**src/rtl/shift_link_ctrl.sv**
```systemverilog
// Sequencer for a serial/parallel shift path: runs one NBITS-long TX (LSB first) or RX transfer per start.
// Latency: start edge to done pulse is NBITS+1 cycles; all outputs come from registered state.
module shift_link_ctrl #(
  parameter int NBITS = 4
) (
  input  logic                     clk_2,
  input  logic                     reset,
  input  logic                     start,
  input  logic                     mode,
  input  logic                     abort,
  input  logic [NBITS-1:0]         data_in,
  input  logic                     serial_in,
  output logic                     serial_out,
  output logic [NBITS-1:0]         data_out,
  output logic                     busy,
  output logic                     done,
  output logic [1:0]               state_dbg,
  output logic [$clog2(NBITS)-1:0] count_dbg
);

  localparam int CW = $clog2(NBITS);

  typedef enum logic [1:0] {
    IDLE  = 2'd0,
    SHIFT = 2'd1,
    DONE  = 2'd2
  } state_t;

  state_t           state_q, state_d;
  logic [NBITS-1:0] shreg_q, shreg_d;
  logic [NBITS-1:0] data_out_q, data_out_d;
  logic [CW-1:0]    cnt_q, cnt_d;
  logic             mode_q, mode_d;
  logic             last_shift;

  assign last_shift = (cnt_q == CW'(NBITS - 1));

  always_ff @(posedge clk_2 or posedge reset) begin
    if (reset) begin
      state_q <= IDLE;
    end else begin
      state_q <= state_d;
    end
  end

  always_comb begin
    state_d = state_q;
    unique case (state_q)
      IDLE:    if (start) state_d = SHIFT;
      SHIFT: begin
        if (abort)           state_d = IDLE;
        else if (last_shift) state_d = DONE;
      end
      DONE:    state_d = IDLE;
      default: state_d = IDLE;
    endcase
  end

  always_comb begin
    busy       = (state_q == SHIFT) || (state_q == DONE);
    done       = (state_q == DONE);
    serial_out = (state_q == SHIFT) && !mode_q && shreg_q[0];
    state_dbg  = state_q;
    count_dbg  = cnt_q;
    data_out   = data_out_q;
  end

  // Abort freezes the datapath; the next start reloads everything anyway.
  always_comb begin
    shreg_d    = shreg_q;
    data_out_d = data_out_q;
    cnt_d      = cnt_q;
    mode_d     = mode_q;
    if (state_q == IDLE && start) begin
      mode_d  = mode;
      cnt_d   = '0;
      shreg_d = mode ? '0 : data_in;
    end else if (state_q == SHIFT && !abort) begin
      shreg_d = {mode_q & serial_in, shreg_q[NBITS-1:1]};
      cnt_d   = cnt_q + 1'b1;
      if (last_shift && mode_q) data_out_d = {serial_in, shreg_q[NBITS-1:1]};
    end
  end

  always_ff @(posedge clk_2 or posedge reset) begin
    if (reset) begin
      shreg_q    <= '0;
      data_out_q <= '0;
      cnt_q      <= '0;
      mode_q     <= 1'b0;
    end else begin
      shreg_q    <= shreg_d;
      data_out_q <= data_out_d;
      cnt_q      <= cnt_d;
      mode_q     <= mode_d;
    end
  end

endmodule

```
**config.mk**
```make
export PLATFORM = sky130hd
export DESIGN_NAME = shift_link_ctrl
export DESIGN_NICKNAME = d
export VERILOG_FILES = /design/src/rtl/shift_link_ctrl.sv
export SDC_FILE = /design/constraint.sdc
export NUM_CORES = 1
export LEC_CHECK = 0
export ABC_AREA = 1
export CORE_AREA = 2 2 42 44
export DETAILED_ROUTE_END_ITERATION = 16
export DIE_AREA = 0 0 44 46
export HOLD_SLACK_MARGIN = 0.08
export PLACE_DENSITY = 0.77
export SETUP_SLACK_MARGIN = 0.4
export SYNTH_ARGS = -nofsm -noshare
export SYNTH_HDL_FRONTEND = slang
export SYNTH_SLANG_ARGS = --single-unit
```
**constraint.sdc**
```tcl
create_clock -name clk_2 -period 2.69 [get_ports clk_2]
set_input_delay 0.538 -clock clk_2 [delete_from_list [all_inputs] [get_ports clk_2]]
set_output_delay 0.538 -clock clk_2 [all_outputs]
set_load 0.005 [all_outputs]
```
[Word-level counts from Yosys, hierarchy flattened]
Index checks and enable logic that the tools add are counted.
Storage, ports and cells
  output and inout port bits: 11
  word-level logic and storage cells: 34
  register bits after elaboration: 13
  input port bits: 10
Operators by class
  add/sub/neg operators: 1
  multiplexer cells: 9
  equal/unequal tests: 5
  bitwise operators: 2
  reductions and logical operators: 12
Operators by type and width (count)
  two-way mux 4 bit: 3
  two-way mux 2 bit: 5
  logical AND 1 bit: 5
  equality test 2 bit, second input constant: 2
  case mux 2 bit (2 select lines): 1
  inequality test 3 bit, second input constant: 1
  AND reduction 3 bit: 1
  adder 2 x 1 -> 2 bit, second input constant: 1
  equality test 2 x 1 -> 1 bit, second input constant: 1
  zero test 1 bit: 2
  zero test 2 bit: 1
  inequality test 2 bit, second input constant: 1
  AND reduction 2 bit: 1
  nonzero test 2 bit: 1
  bitwise AND 1 bit: 1
  logical OR 1 bit: 1
  NOT 1 bit: 1

[Depth between registers and ports, before layout]
  word-level depth: 4
  mapped depth: 7
  depth with buffers taken out: 7

[Worst setup path after synthesis]
Ideal clock, no wire load.
  kind: reg-to-output
  start point: reg state_q[1], in the netlist state_dbg[1]
  end point: out serial_out
  cell stages (with the launch flop): 5
  slack: 1.264 ns
  data arrival time: 0.888 ns
  buffers on the path: 0
  path through: dfrtp_1 -> inv_1 -> ha_1 -> nand2_1 -> nor2_1
Between the ends
  word-level cells in the longest chain between the ends: 3
RTL lines
  start: declaration: RTL line 29  | state_t state_q, state_d;
  start signal: assignment: RTL line 42  | state_q <= state_d;
  equality test 2 x 1 -> 1 bit: RTL line 62  | serial_out = (state_q == SHIFT) && !mode_q && shreg_q[0];
  logical AND 1 bit (2 in series): RTL line 62
  end: declaration: RTL line 13  | output logic serial_out,
No other way between the ends.

[Worst setup path in the final report]
  start point: reg state_q[0], in the netlist state_dbg[0]
  end point: out busy
Between the ends
  word-level cells in the longest chain between the ends: 2
RTL lines
  equality test 2 x 1 -> 1 bit or equality test 2 bit (tied branches): RTL line 60  | busy = (state_q == SHIFT) || (state_q == DONE);
  logical OR 1 bit (*): RTL line 60
  end: declaration: RTL line 15  | output logic busy,
Every way passes the cells marked *; elsewhere a longest branch is shown, timed or not.

==> flow_summary.yaml <==
power:
  p_int_uw: 495
  p_comb_share_pct: 44.5
  ir_worst_vdd_mv: 0.450
  p_leak_nw: 0.495
  clock_power_share_pct: 15.3
  switching_share_pct: 38.1
  power_switching_uw: 305
  pwr_density_cell_nw_per_um2: 831
  seqPwrFrac_pct: 40.1
finish:
  fill_cells: 158
  final_area_um2: 963
  drive_gt1_share_pct: 10.0
  finalNonFillerCells: 127
  final_common_cell: "nand2_1"
  fin_nets: 126
  mostFrequentLayoutCells: "nand2_1, clkdlybuf4s50_1, nand3_1"
  area_growth_pct: 36.0
  final_util_pct: 59.7
  antenna_cells: 0
timing:
  slew_headroom_pct: 64.7
  slew_violations: 0
  final.setup.tns_ps: 0
  rsz0062_at_grt: "no"
  tightest_slew_ps: 529
  finalSetupViolations: 0
  finalClockSkew_ps: 2.78
  fin_crit_sh_pct: 80.1
  worst_hold_slack_ps: 474
  fmax_ghz: 0.464
  hold_viol: 0
  period_needed_ps: 2150
route:
  dr.pass1.iters: 4
  first_iter_violations: 10
  drc_errors: 0
  vias_per_cell: 4.90
  wl_per_cell_um: 11.7
  antenna_left: 0
  vias: 622
  drt_wl_total_um: 1490
clock_network:
  clk_latency_ps: 280
  cts-root-buf: "clkbuf_4"
  cts_num_sinks: 13
  post_cts_buffers: 0
  clk_pin_slew_worst_paths_ps: 80
  ctsResizeCount: 0
  htree_levels: 1
  clockBufferDepth: 2
  cts_made_buffers: 3
  hold_buffers: 0
  cts_tree: "yes"
logic_synthesis:
  ys_warn_count: 0
  synth_seq_cells: 13
  synthTopCellsByArea: "dfrtp_1, nand2_1, nand3_1"
  synth_nets: 102
  synth_seq_area_share_pct: 45.9
  synth_top_area_share_pct: 45.9
  yosys.area.top_type: "dfrtp_1"
  synthCells: 87
  yosysUniqueCellTypes: 14
  postSynthAreaPerCell_um2: 8.14
  netlist_area_um2: 708
critical_path:
  worstSetupPathType: "reg2out"
  critPathArrivalTime_ps: 1620
  end_kind: "output pin"
  cp-start-kind: "flip-flop"
  crit_chain: "inv_1, ha_1, clkdlybuf4s50_1"
  cp_num_buf_inv: 2
  cpPeakStageDelay_ps: 490
  cp_max_fo: 4
  worstPathRequired_ps: 2150
  path_delay_family: "buffers and inverters"
  slowest_stage: "clkdlybuf4s50_1"
global_route:
  grt.overflow.total: 0
  grt.total_usage_pct: 16.7
  grt_pass1_vias: 581
  grt_pass1_wl_um: 2390
  antenna_found_initial: 0
  grt_max_degree: 17
floorplan:
  row_count: 15
  die_x_um: 44
  ios: 21
  core_area_um2: 1610
  fp.dieH_um: 46
  start_util_pct: 43.9
  dieArea_um2: 2020
worst_hold_path:
  hp-class: "reg2reg"
place:
  dp.cells: 123
  portBuffers: 20
  place_area_um2: 925
  place.gp.congestion: 0.782
  dp_hpwl_um: 1130
job:
  cap_violations: 0
run_status:
  status: "finished, final reports clean"
-- flip-flops by register name, summed over array words and instances, names as in the netlist --
name       count
data_out       4
shreg_q        4
count_dbg      2
state_dbg      2
mode_q         1
-- metrics by stage --
step	setup slack, ps	power (mW)
floorplan	1260	0.519
global placement	771	0.656
detailed placement	729	0.673
CTS	417	0.797
global route	441	0.872
finish	537	0.801
-- power groups by stage --
stage	Clock, mW	Sequential (mW)	Combinational, mW
after global routing	0.134	0.337	0.401
final	0.123	0.321	0.357
after global placement	0	0.319	0.338
after detailed placement	0	0.321	0.352
after floorplan	0	0.313	0.207
after CTS	0.127	0.317	0.353
-- layer usage --
metal	up-vias	GRT usage, %	share of wire [%]
li1	320	-	-
met1	285	20.2	43
met2	12	28.5	51
met3	5	2.38	3.4
met4	0	9.09	2.1
met5	-	0	0
-- Yosys cell counts --
master and number:
nand3b_1 1, nand3_4 1, nand3_1 16, nor2_2 1, buf_2 1, dfrtp_1 13, nor2_4 1, inv_2 1
nand2_1 34, nor2_1 3, o21ai_2 1, inv_1 8, ha_1 5, nand2_4 1
-- cells by family after synthesis --
group	Yosys count	synth area share (%)
compound gates	1	1.24
fa+ha+maj	5	8.83
buf+inv	10	5.48
flops	13	45.9
simple gates	58	38.5
-- area by class of cell --
type                            count  area, µm²  share of cell area (%)
Clock buffer                        4       26.3                    2.73
Inverter                            9       33.8                    3.51
Multi-Input combinational cell     64        357                    37.0
Sequential cell                    13        325                    33.8
Tap cell                           17       21.3                    2.21
Timing Repair Buffer               20        200                    20.8
-- final timing paths --
check | startpoint | to | slack (ps) | cells after the start
worst max-delay path | state_dbg[0] | busy | 540 | 3
worst min-delay path | data_out[2] | data_out[2] | 470 | 2
worst max register to register | state_dbg[0] | data_out[3] | 1230 | 7
worst min register to register | data_out[2] | data_out[2] | 470 | 2
max in group asynchronous | reset | shreg_q[1] | 1750 | 2
min in group asynchronous | reset | data_out[0] | 590 | 2
-- tightest hold or removal path, stage by stage, from the launching register on --
cell and delay, ps:
dfrtp_1 350, nand2_1 50, nand2_1 40
No activity file was read; power rests on OpenSTA's default activity.
